### config.mk
export PLATFORM = sky130hd
export DESIGN_NAME = axi_master_arbiter
export DESIGN_NICKNAME = d
export VERILOG_FILES = /design/src/rtl/axi_arb_pkg.sv /design/src/rtl/rr_arbiter2.sv /design/src/rtl/axi_master_arbiter.sv
export SDC_FILE = /design/constraint.sdc
export NUM_CORES = 1
export LEC_CHECK = 0
export BUFFER_PORTS_ARGS = -buffer_cell sky130_fd_sc_hd__buf_2
export CAP_MARGIN = 20
export CORE_AREA = 2 2 157 159
export CTS_CLUSTER_SIZE = 30
export DETAILED_ROUTE_END_ITERATION = 10
export DIE_AREA = 0 0 159 161
export PLACE_DENSITY_LB_ADDON = 0.3
export SYNTH_ARGS = -nofsm -noshare
export SYNTH_HDL_FRONTEND = slang
export SYNTH_SLANG_ARGS = --single-unit
### constraint.sdc
create_clock -name clk -period 2.2 [get_ports clk]
set_clock_uncertainty 0.15 [all_clocks]
set_input_delay 0 -clock clk [delete_from_list [all_inputs] [get_ports clk]]
set_output_delay 0 -clock clk [all_outputs]
set_load 0.02 [all_outputs]
### src/rtl/axi_arb_pkg.sv
// Shared types and constants for the two-requester AXI read/write master.
// Holds the read/write FSM state enums, fixed bus widths and the AXI
// size/burst encodings used on both address channels.
package axi_arb_pkg;

  localparam int unsigned ADDR_W = 32;
  localparam int unsigned DATA_W = 32;
  localparam int unsigned LEN_W  = 8;
  localparam int unsigned ID_W   = 4;

  localparam logic [2:0] AXI_SIZE_4B    = 3'b010;
  localparam logic [1:0] AXI_BURST_INCR = 2'b01;

  typedef enum logic [1:0] {
    R_IDLE = 2'd0,
    R_AR   = 2'd1,
    R_DATA = 2'd2
  } rd_state_e;

  typedef enum logic [1:0] {
    W_IDLE = 2'd0,
    W_AW   = 2'd1,
    W_DATA = 2'd2,
    W_RESP = 2'd3
  } wr_state_e;

endpackage

### src/rtl/rr_arbiter2.sv
// Two-way round-robin grant.
// Ports: i_req   - request bits (0 = icache, 1 = dcache)
//        i_last  - index of the requester granted last
//        o_gnt   - one-hot grant, all zero when nothing requests
module rr_arbiter2 (
  input  logic [1:0] i_req,
  input  logic       i_last,
  output logic [1:0] o_gnt
);

  // On a tie the requester that did not win last time goes first.
  always_comb begin
    o_gnt = i_req;
    if (i_req == 2'b11) begin
      o_gnt = i_last ? 2'b01 : 2'b10;
    end
  end

endmodule

### src/rtl/axi_master_arbiter.sv
// AXI master shared by an icache and a dcache. Reads from either cache are
// arbitrated round-robin; the dcache alone issues writes. Read and write
// paths are independent and each carries one outstanding transaction.
// Ports: clk/rst           - core clock, synchronous active-high reset
//        rreq_* / rresp_*  - per-requester read request and beat return
//        wreq_* / wdata_*  - dcache write request and beat handshake
//        wdone_o           - write completion pulse (B accepted)
//        ar_*, r_*         - AXI read address / read data channels
//        aw_*, w_*, b_*    - AXI write address / data / response channels
module axi_master_arbiter
  import axi_arb_pkg::*;
(
  input  logic             clk,
  input  logic             rst,
  input  logic [1:0]       rreq_valid_i,
  output logic [1:0]       rreq_ready_o,
  input  logic [1:0][31:0] rreq_addr_i,
  input  logic [1:0][7:0]  rreq_len_i,
  output logic [1:0]       rresp_valid_o,
  output logic [31:0]      rresp_data_o,
  output logic             rresp_last_o,
  input  logic             wreq_valid_i,
  output logic             wreq_ready_o,
  input  logic [31:0]      wreq_addr_i,
  input  logic [7:0]       wreq_len_i,
  input  logic             wdata_valid_i,
  output logic             wdata_ready_o,
  input  logic [31:0]      wdata_i,
  input  logic [3:0]       wstrb_i,
  output logic             wdone_o,
  output logic [3:0]       ar_id,
  output logic [31:0]      ar_addr,
  output logic [7:0]       ar_len,
  output logic [2:0]       ar_size,
  output logic [1:0]       ar_burst,
  output logic [1:0]       ar_lock,
  output logic [3:0]       ar_cache,
  output logic [2:0]       ar_prot,
  output logic             ar_valid,
  input  logic             ar_ready,
  input  logic [3:0]       r_id,
  input  logic [31:0]      r_data,
  input  logic [1:0]       r_resp,
  input  logic             r_last,
  input  logic             r_valid,
  output logic             r_ready,
  output logic [3:0]       aw_id,
  output logic [31:0]      aw_addr,
  output logic [7:0]       aw_len,
  output logic [2:0]       aw_size,
  output logic [1:0]       aw_burst,
  output logic [1:0]       aw_lock,
  output logic [3:0]       aw_cache,
  output logic [2:0]       aw_prot,
  output logic             aw_valid,
  input  logic             aw_ready,
  output logic [31:0]      w_data,
  output logic [3:0]       w_strb,
  output logic             w_last,
  output logic             w_valid,
  input  logic             w_ready,
  input  logic [3:0]       b_id,
  input  logic [1:0]       b_resp,
  input  logic             b_valid,
  output logic             b_ready
);

  rd_state_e         r_rstate;
  logic              r_last_gnt;
  logic              r_gnt;
  logic [ADDR_W-1:0] r_raddr;
  logic [LEN_W-1:0]  r_rlen;

  wr_state_e         r_wstate;
  logic [ADDR_W-1:0] r_waddr;
  logic [LEN_W-1:0]  r_wlen;
  logic [LEN_W-1:0]  r_beat;

  logic [1:0] w_gnt;
  logic       w_rd_idle;
  logic       w_rd_data;
  logic       w_wr_data;
  logic       w_whs;
  logic       w_wlast;
  logic       w_unused;

  rr_arbiter2 u_rr (
    .i_req  (rreq_valid_i),
    .i_last (r_last_gnt),
    .o_gnt  (w_gnt)
  );

  // Read path: grant, address phase, then beats until r_last.
  always_ff @(posedge clk) begin
    if (rst) begin
      r_rstate   <= R_IDLE;
      r_last_gnt <= 1'b1;
      r_gnt      <= 1'b0;
      r_raddr    <= '0;
      r_rlen     <= '0;
    end else begin
      case (r_rstate)
        R_IDLE: begin
          if (|w_gnt) begin
            r_gnt    <= w_gnt[1];
            r_raddr  <= rreq_addr_i[w_gnt[1]];
            r_rlen   <= rreq_len_i[w_gnt[1]];
            r_rstate <= R_AR;
          end
        end
        R_AR: begin
          if (ar_ready) r_rstate <= R_DATA;
        end
        R_DATA: begin
          if (r_valid && r_last) begin
            r_last_gnt <= r_gnt;
            r_rstate   <= R_IDLE;
          end
        end
        default: r_rstate <= R_IDLE;
      endcase
    end
  end

  // Write path: accept, address phase, counted beats, B response.
  always_ff @(posedge clk) begin
    if (rst) begin
      r_wstate <= W_IDLE;
      r_waddr  <= '0;
      r_wlen   <= '0;
      r_beat   <= '0;
    end else begin
      case (r_wstate)
        W_IDLE: begin
          if (wreq_valid_i) begin
            r_waddr  <= wreq_addr_i;
            r_wlen   <= wreq_len_i;
            r_beat   <= '0;
            r_wstate <= W_AW;
          end
        end
        W_AW: begin
          if (aw_ready) r_wstate <= W_DATA;
        end
        W_DATA: begin
          if (w_whs) begin
            r_beat <= r_beat + LEN_W'(1);
            if (w_wlast) r_wstate <= W_RESP;
          end
        end
        W_RESP: begin
          if (b_valid) r_wstate <= W_IDLE;
        end
        default: r_wstate <= W_IDLE;
      endcase
    end
  end

  assign w_rd_idle = (r_rstate == R_IDLE);
  assign w_rd_data = (r_rstate == R_DATA);
  assign w_wr_data = (r_wstate == W_DATA);
  assign w_whs     = w_wr_data && wdata_valid_i && w_ready;
  assign w_wlast   = w_wr_data && (r_beat == r_wlen);

  // Accept pulses are suppressed while reset is held so nothing is granted.
  assign rreq_ready_o  = (w_rd_idle && !rst) ? w_gnt : 2'b00;
  assign rresp_valid_o = (w_rd_data && r_valid) ? (r_gnt ? 2'b10 : 2'b01) : 2'b00;
  assign rresp_data_o  = r_data;
  assign rresp_last_o  = w_rd_data && r_last;
  assign r_ready       = w_rd_data;

  assign ar_valid = (r_rstate == R_AR);
  assign ar_id    = ID_W'(r_gnt);
  assign ar_addr  = r_raddr;
  assign ar_len   = r_rlen;
  assign ar_size  = AXI_SIZE_4B;
  assign ar_burst = AXI_BURST_INCR;
  assign ar_lock  = 2'b00;
  assign ar_cache = 4'b0000;
  assign ar_prot  = 3'b000;

  assign wreq_ready_o  = (r_wstate == W_IDLE) && wreq_valid_i && !rst;
  assign aw_valid      = (r_wstate == W_AW);
  assign aw_id         = ID_W'(1);
  assign aw_addr       = r_waddr;
  assign aw_len        = r_wlen;
  assign aw_size       = AXI_SIZE_4B;
  assign aw_burst      = AXI_BURST_INCR;
  assign aw_lock       = 2'b00;
  assign aw_cache      = 4'b0000;
  assign aw_prot       = 3'b000;

  assign w_valid       = w_wr_data && wdata_valid_i;
  assign wdata_ready_o = w_wr_data && w_ready;
  assign w_data        = wdata_i;
  assign w_strb        = wstrb_i;
  assign w_last        = w_wlast;
  assign b_ready       = (r_wstate == W_RESP);
  assign wdone_o       = (r_wstate == W_RESP) && b_valid;

  // Response codes and IDs carry no information for this master.
  assign w_unused = ^{r_id, r_resp, b_id, b_resp};

endmodule

==> impl_metrics.xml, run 1 <==
<?xml version="1.0" encoding="UTF-8"?>
<metrics>
  <group name="clock_network">
    <metric name="htree_depth" unit="">3</metric>
    <metric name="worst_skew_pair.late_latency" unit="ns">0.34</metric>
    <metric name="clk_pin_slew_worst_paths" unit="ns">0.07</metric>
    <metric name="numClockSinks" unit="">94</metric>
    <metric name="tritoncts" unit="">done</metric>
    <metric name="ctsLongestPathBuffers" unit="">2</metric>
    <metric name="cts-buffers-inserted" unit="">9</metric>
    <metric name="cts_root_buffer" unit="">clkbuf_16</metric>
    <metric name="ctsResizeCount" unit="">0</metric>
  </group>
  <group name="die">
    <metric name="core_area" unit="um^2">23960</metric>
    <metric name="pin_count" unit="">410</metric>
    <metric name="initial_utilization" unit="">0.2007</metric>
    <metric name="die-width" unit="um">159</metric>
    <metric name="die_area" unit="um^2">25600</metric>
    <metric name="die-height" unit="um">161</metric>
    <metric name="row_count" unit="">57</metric>
  </group>
  <group name="detailed_routing">
    <metric name="route.antenna.remaining_nets" unit="">0</metric>
    <metric name="postRouteWirelength" unit="mm">15.10</metric>
    <metric name="drt_first_iter_violations" unit="">237</metric>
    <metric name="wl_per_cell" unit="um">12.25</metric>
    <metric name="dr_total_vias" unit="">4853</metric>
    <metric name="detail_route.drc_violations" unit="">0</metric>
    <metric name="vias_per_cell" unit="">3.936</metric>
    <metric name="drt_pre_antenna_iters" unit="">4</metric>
  </group>
  <group name="synth">
    <metric name="postSynthAreaPerCell" unit="um^2">8.495</metric>
    <metric name="asyncSetResetFlopFracSynth" unit="">0</metric>
    <metric name="top_cells_by_area_in_the_synthesized_netlist" unit="">dfxtp_1, buf_4, mux2i_1, nand2_1, a211oi_1</metric>
    <metric name="synth-main-ff-cell" unit="">dfxtp_1</metric>
    <metric name="synth_top_area_cell" unit="">dfxtp_1</metric>
    <metric name="synth_seq_area_share" unit="">0.3914</metric>
    <metric name="synth-warning-count" unit="">0</metric>
    <metric name="ys_ff_latch" unit="">94</metric>
    <metric name="post-synth-top-area-fraction" unit="">0.3914</metric>
    <metric name="synth-edff-count" unit="">0</metric>
    <metric name="synth.distinct_cells" unit="">38</metric>
    <metric name="most_used_standard_cell_by_instance_count_after_synthesis" unit="">buf_4</metric>
    <metric name="synth.top_cells.by_count" unit="">buf_4, dfxtp_1, nand2_1</metric>
    <metric name="mappedNetlistArea" unit="um^2">4808</metric>
    <metric name="post_synth_inst_count" unit="">566</metric>
  </group>
  <group name="critical_path">
    <metric name="kind_of_start_point_of_the_critical_path" unit="">register</metric>
    <metric name="cp_slowest_cell" unit="">or4_4</metric>
    <metric name="setup.worst_path.end_class" unit="">register</metric>
    <metric name="critical_path_class" unit="">register to register</metric>
    <metric name="critical-path-max-stage-delay" unit="ns">0.54</metric>
    <metric name="list_of_cells_traversed_by_the_critical_path" unit="">inv_1 &gt; ha_1 &gt; nor2b_4 &gt; or4_4 &gt; nor3_4 &gt; or3_1 &gt; a21oi_2</metric>
    <metric name="cp_data_required_time" unit="ns">2.27</metric>
    <metric name="critPathArrivalTime" unit="ns">2.11</metric>
    <metric name="critPathMaxFanout" unit="">4</metric>
  </group>
  <group name="timing">
    <metric name="totalNegativeSetupSlack" unit="ns">0</metric>
    <metric name="timing.final.hold_violations" unit="">0</metric>
    <metric name="rsz0062_at_grt" unit="">false</metric>
    <metric name="min_period_over_period" unit="">0.9280</metric>
    <metric name="setup_viols_final" unit="">0</metric>
    <metric name="max_slew_vio_count" unit="">0</metric>
    <metric name="layout_setup_ws" unit="ns">0.1585</metric>
    <metric name="clock_period_minus_worst_slack" unit="ns">2.042</metric>
    <metric name="fmaxAchievable" unit="MHz">489.8</metric>
  </group>
  <group name="global_routing">
    <metric name="wire_length_of_the_first_global_routing_pass" unit="mm">23.95</metric>
    <metric name="number_of_antenna_violations_at_the_first_check_in_global_routing" unit="">0</metric>
    <metric name="first_global_vias" unit="">4823</metric>
    <metric name="grt_start_max_net_pins" unit="">43</metric>
    <metric name="grt_overflow" unit="">0</metric>
    <metric name="gr-usage-all-layers" unit="">0.1147</metric>
  </group>
  <group name="power">
    <metric name="leakage" unit="nW">3.584</metric>
    <metric name="power.density_cell_area" unit="nW/um^2">751.9</metric>
    <metric name="vdd_drop_max" unit="uV">246.2</metric>
  </group>
  <group name="finish">
    <metric name="antenna-diode-count" unit="">0</metric>
    <metric name="area_growth_syn_to_layout" unit="%">64.53</metric>
    <metric name="drive_gt1_frac" unit="">0.2882</metric>
    <metric name="design.final.nets" unit="">1122</metric>
  </group>
  <group name="placed_design">
    <metric name="port-buffer-count" unit="">226</metric>
    <metric name="place_hpwl" unit="mm">9.429</metric>
    <metric name="pre_cts_ws" unit="ns">0.1650</metric>
    <metric name="gp_congestion" unit="">0.6921</metric>
  </group>
  <group name="min_path">
    <metric name="worstHoldPathType" unit="">primary input to register</metric>
  </group>
  <group name="run_status">
    <metric name="outcome" unit="">complete, no violations</metric>
  </group>
  <group name="run">
    <metric name="max_cap_violations" unit="">0</metric>
  </group>
</metrics>
[path summary, 6_finish.rpt]
path	start	endpoint	slack (ns)	depth (start not counted)
min	wdata_valid_i	r_beat[3]$_SDFFE_PP0P_	0.07	5
min reg2reg	aw_addr[28]$_SDFFE_PP0P_	aw_addr[28]$_SDFFE_PP0P_	0.30	2
max	r_wstate[0]$_SDFFE_PP0P_	r_wstate[1]$_SDFFE_PP0P_	0.16	7
max reg2reg	r_wstate[0]$_SDFFE_PP0P_	r_wstate[1]$_SDFFE_PP0P_	0.16	7
[report_power, final]
group | switching [mW] | internal (mW) | total [mW] | leakage, nW
Clock | 0.695 | 0.832 | 1.53 | 0.131
Sequential | 0.149 | 1.96 | 2.11 | 0.775
Combinational | 1.36 | 0.953 | 2.32 | 2.68
Total | 2.21 | 3.74 | 5.95 | 3.58
[final cells by class]
cell class	instances	area, um^2
clock buffers	12	256.5
flip-flops and latches	94	1882
clock inverters	4	31.28
inverters	7	26.28
multi-input cells	361	2112
fillers	2474	16050
well taps	324	405.4
repair buffers	431	3198
[cells in the final DEF, fill, tap and decap left out, types with 2 or more instances in the layout]
master / instances
nor2b_1: 5
nand3_1: 3
nand2_1: 86
nor2_1: 53
o21ai_0: 2
a211oi_1: 40
xor2_1: 3
dlygate4sd3_1: 195
dfxtp_1: 94
mux2i_1: 43
clkbuf_8: 2
buf_4: 8
clkinvlp_4: 3
buf_2: 225
ha_1: 6
inv_1: 6
a21oi_1: 42
and3_1: 4
buf_12: 3
clkbuf_16: 9
conb_1: 35
and2_1: 5
a21oi_2: 2
xnor2_1: 11
nand4_1: 4
[sequential cells by signal, indices dropped and copies added, names as in the netlist]
signal	count
r_rstate	2
r_gnt	1
ar_addr	32
r_wstate	2
aw_addr	32
r_beat	8
r_last_gnt	1
aw_len	8
ar_len	8
[worst max-delay path: cells and delay by family, from the launching register on]
kind / cells / cell delay (ns)
fa+ha+maj: 1 / 0.25
simple gates: 4 / 1.00
buf+inv: 1 / 0.10
compound gates: 1 / 0.04
flops: 1 / 0.38
[kinds of logic (layout without fill, tap and decap cells)]
family | after synthesis | count (layout) | synth area share
AOI/OAI and AO/OA | 92 | 92 | 0.1223
xor gates and xnor gates | 14 | 14 | 0.02550
adders and majority gates | 6 | 6 | 0.01561
buffers and inverters | 144 | 454 | 0.1978
DFF | 94 | 94 | 0.3914
muxes | 44 | 44 | 0.09185
other | 2 | 35 | 0.001562
and+or+nand+nor | 170 | 170 | 0.1540
[repair_timing]
action,in CTS,in global routing
hold buffers,195,0
setup buffers,0,0
hold endpoints to repair,155,0
[metal layers]
layer  vias to the layer above  share of wire  global-route usage
met5                         -              0                   0
met4                         0          0.028             0.04959
met3                        26          0.074             0.03621
met2                       259           0.50              0.2059
met1                      2148           0.40              0.1244
li1                       2420              -                   -
[metrics by stage]
| stage | utilization | area, um^2 | std cells | power (mW) | hold slack (ns) |
|---|---|---|---|---|---|
| 2_1_floorplan | - | 4932 | 599 | 3.619 | -0.03741 |
| 3_3_place_gp | 0.2367 | 5672 | 1022 | 4.062 | -0.1499 |
| 3_5_place_dp | 0.2367 | 5672 | 1022 | 4.068 | -0.1499 |
| 4_1_cts | 0.3301 | 7911 | 1233 | 6.060 | 0.05096 |
| 5_1_grt | 0.3301 | 7911 | 1233 | 6.367 | 0.1231 |
| 6_report | 0.3301 | 7911 | 1233 | 5.949 | 0.06775 |
No activity file was read; power rests on OpenSTA's default activity.
==> run 2, diff against run 1 <==
- HOLD_SLACK_MARGIN: default -> 0.15
==> run 2 against run 1 <==
  * Non-clock buffer count up 6
  * Critical path depth unchanged
  * Critical path type unchanged
  * Sequential cell count unchanged
  * Sequential power about the same
  * Sequential share of layout area down 0.18 points
  * Cell count up 0.49%
  * Clock power about the same
==> impl_metrics.xml, run 2 (same netlist as run 1, synthesis figures left out) <==
<?xml version="1.0" encoding="UTF-8"?>
<metrics>
  <group name="clock_network">
    <metric name="htree_depth" unit="">3</metric>
    <metric name="cts-buffers-inserted" unit="">9</metric>
    <metric name="cts_root_buffer" unit="">clkbuf_16</metric>
    <metric name="ctsLongestPathBuffers" unit="">2</metric>
    <metric name="worst_skew_pair.late_latency" unit="ns">0.34</metric>
    <metric name="ctsResizeCount" unit="">0</metric>
    <metric name="clk_pin_slew_worst_paths" unit="ns">0.07</metric>
    <metric name="tritoncts" unit="">done</metric>
    <metric name="numClockSinks" unit="">94</metric>
  </group>
  <group name="critical_path">
    <metric name="critPathBufInv" unit="">1</metric>
    <metric name="timing.rr.start" unit="">r_wstate[0]$_SDFFE_PP0P_</metric>
    <metric name="setup.worst_path.end_class" unit="">register</metric>
    <metric name="kind_of_start_point_of_the_critical_path" unit="">register</metric>
    <metric name="critPathMaxFanout" unit="">4</metric>
    <metric name="cp_slowest_cell" unit="">or4_4</metric>
    <metric name="list_of_cells_traversed_by_the_critical_path" unit="">inv_1 &gt; ha_1 &gt; nor2b_4 &gt; or4_4 &gt; nor3_4 &gt; or3_1 &gt; a21oi_2</metric>
    <metric name="cp_data_required_time" unit="ns">2.27</metric>
    <metric name="critical_path_class" unit="">register to register</metric>
    <metric name="regToRegEndpoint" unit="">r_wstate[1]$_SDFFE_PP0P_</metric>
    <metric name="critical-path-max-stage-delay" unit="ns">0.54</metric>
    <metric name="critPathArrivalTime" unit="ns">2.11</metric>
    <metric name="timing.reg2reg.setup_slack" unit="ns">0.16</metric>
    <metric name="timing.critical_path.depth" unit="">7</metric>
    <metric name="setup.worst_path.start" unit="">r_wstate[0]$_SDFFE_PP0P_</metric>
    <metric name="critical-path-top-delay-family" unit="">simple AND/OR/NAND/NOR gates</metric>
    <metric name="reg2reg_depth" unit="">7</metric>
    <metric name="worst_setup_path_endpoint" unit="">r_wstate[1]$_SDFFE_PP0P_</metric>
  </group>
  <group name="detailed_routing">
    <metric name="drt_first_iter_violations" unit="">240</metric>
    <metric name="wl_per_cell" unit="um">12.28</metric>
    <metric name="postRouteWirelength" unit="mm">15.21</metric>
    <metric name="detail_route.drc_violations" unit="">0</metric>
    <metric name="route.antenna.remaining_nets" unit="">0</metric>
    <metric name="dr_total_vias" unit="">4877</metric>
    <metric name="drt_pre_antenna_iters" unit="">4</metric>
    <metric name="vias_per_cell" unit="">3.936</metric>
  </group>
  <group name="global_routing">
    <metric name="grt_overflow" unit="">0</metric>
    <metric name="gr-usage-all-layers" unit="">0.1154</metric>
    <metric name="wire_length_of_the_first_global_routing_pass" unit="mm">24.08</metric>
    <metric name="grt_start_max_net_pins" unit="">43</metric>
    <metric name="number_of_antenna_violations_at_the_first_check_in_global_routing" unit="">0</metric>
    <metric name="first_global_vias" unit="">4843</metric>
  </group>
  <group name="die">
    <metric name="initial_utilization" unit="">0.2007</metric>
    <metric name="row_count" unit="">57</metric>
    <metric name="die-height" unit="um">161</metric>
    <metric name="core_area" unit="um^2">23960</metric>
    <metric name="pin_count" unit="">410</metric>
    <metric name="die_area" unit="um^2">25600</metric>
    <metric name="die-width" unit="um">159</metric>
  </group>
  <group name="timing">
    <metric name="rsz0062_at_grt" unit="">false</metric>
    <metric name="timing.final.hold_violations" unit="">0</metric>
    <metric name="totalNegativeSetupSlack" unit="ns">0</metric>
    <metric name="clock_period_minus_worst_slack" unit="ns">2.045</metric>
    <metric name="max_slew_vio_count" unit="">0</metric>
    <metric name="fmaxAchievable" unit="MHz">489.1</metric>
    <metric name="setup_viols_final" unit="">0</metric>
    <metric name="min_period_over_period" unit="">0.9294</metric>
  </group>
  <group name="power">
    <metric name="share_clk_of_total_power" unit="">0.256</metric>
    <metric name="totalPowerFinal" unit="mW">5.960</metric>
    <metric name="comb_power_frac" unit="">0.391</metric>
    <metric name="internal_power" unit="mW">3.752</metric>
    <metric name="vdd_drop_max" unit="uV">245.7</metric>
    <metric name="power.switching_fraction" unit="">0.3705</metric>
    <metric name="net-switching-power" unit="mW">2.208</metric>
    <metric name="seq_power_share" unit="">0.353</metric>
    <metric name="power.density_cell_area" unit="nW/um^2">747.7</metric>
    <metric name="leakage" unit="nW">3.600</metric>
  </group>
  <group name="finish">
    <metric name="finalInstanceArea" unit="um^2">7971</metric>
    <metric name="antenna-diode-count" unit="">0</metric>
    <metric name="non_filler_cells_in_the_finished_layout" unit="">1239</metric>
    <metric name="design.final.nets" unit="">1128</metric>
    <metric name="layout_commonest_cell" unit="">buf_2</metric>
    <metric name="area_growth_syn_to_layout" unit="%">65.78</metric>
    <metric name="drive_gt1_frac" unit="">0.2863</metric>
    <metric name="final_cell_mix" unit="">buf_2, dlygate4sd3_1, dfxtp_1</metric>
    <metric name="end_of_flow_core_utilization" unit="">0.3327</metric>
    <metric name="nFillCells" unit="">2469</metric>
  </group>
  <group name="placed_design">
    <metric name="place_hpwl" unit="mm">9.429</metric>
    <metric name="post-place-cells" unit="">1022</metric>
    <metric name="gp_congestion" unit="">0.6921</metric>
    <metric name="dpl-instance-area" unit="um^2">5672</metric>
    <metric name="port-buffer-count" unit="">226</metric>
  </group>
  <group name="run">
    <metric name="max_cap_violations" unit="">0</metric>
  </group>
  <group name="min_path">
    <metric name="worstHoldPathType" unit="">primary input to register</metric>
  </group>
  <group name="run_status">
    <metric name="outcome" unit="">complete, no violations</metric>
  </group>
</metrics>
==> run 2: worst min path at each step <==
stage | startpoint | end | cells past startpoint
2_1_floorplan | r_data[0] | rresp_data_o[0] | 1
6_report | rreq_valid_i[0] | ar_addr[23]$_SDFFE_PP0P_ | 6
3_5_place_dp | r_data[11] | rresp_data_o[11] | 0
3_3_place_gp | r_data[11] | rresp_data_o[11] | 0
4_1_cts | rreq_valid_i[1] | ar_addr[4]$_SDFFE_PP0P_ | 6
5_1_grt | rreq_valid_i[1] | ar_addr[7]$_SDFFE_PP0P_ | 6
==> run 2: cell type report <==
class / count / area, um^2 / area share
clock buffer: 12 / 256.5 / 0.03218
clock inverter: 4 / 31.28 / 0.003924
multi-input combinational: 361 / 2112 / 0.2650
timing repair buffer: 437 / 3258 / 0.4087
tap: 324 / 405.4 / 0.05086
sequential: 94 / 1882 / 0.2361
inverter: 7 / 26.28 / 0.003296
==> run 2: metal layers <==
layer | part of all wire | track usage | wire length, um | up-vias
li1 | - | - | - | 2431
met1 | 0.40 | 0.1242 | 6023 | 2159
met2 | 0.50 | 0.2081 | 7600 | 259
met3 | 0.076 | 0.03621 | 1149 | 28
met4 | 0.029 | 0.05083 | 437 | 0
met5 | 0 | 0 | 0 | -
==> run 2: stage by stage <==
| stage | hold slack [ns] | setup slack, ns |
|---|---|---|
| after CTS | 0.1648 | 0.1448 |
| after global placement | -0.1499 | 0.1848 |
| after detailed placement | -0.1499 | 0.1650 |
| after global routing | 0.2018 | 0.03147 |
| final | 0.1856 | 0.1554 |
| after floorplan | -0.03741 | 0.2822 |
==> run 2: timing repair <==
action                     4_1_cts  5_1_grt
setup endpoints to repair        0        0
hold buffers                   201        0
hold endpoints to repair       160        0
buffers inserted                 0        0
==> run 2: power groups by stage <==
stage	clock, mW	sequential [mW]	combinational, mW
2_1_floorplan	0	2.41	1.21
3_3_place_gp	0	2.14	1.92
3_5_place_dp	0	2.14	1.92
4_1_cts	1.63	2.11	2.33
5_1_grt	1.69	2.15	2.54
6_report	1.53	2.11	2.33
==> run 2: worst reg2reg max path, cell delays in order (launching register included) <==
cell     delay [ns]
dfxtp_1        0.38
inv_1          0.10
ha_1           0.26
nor2b_4        0.15
or4_4          0.54
nor3_4         0.16
or3_1          0.15
a21oi_2        0.05
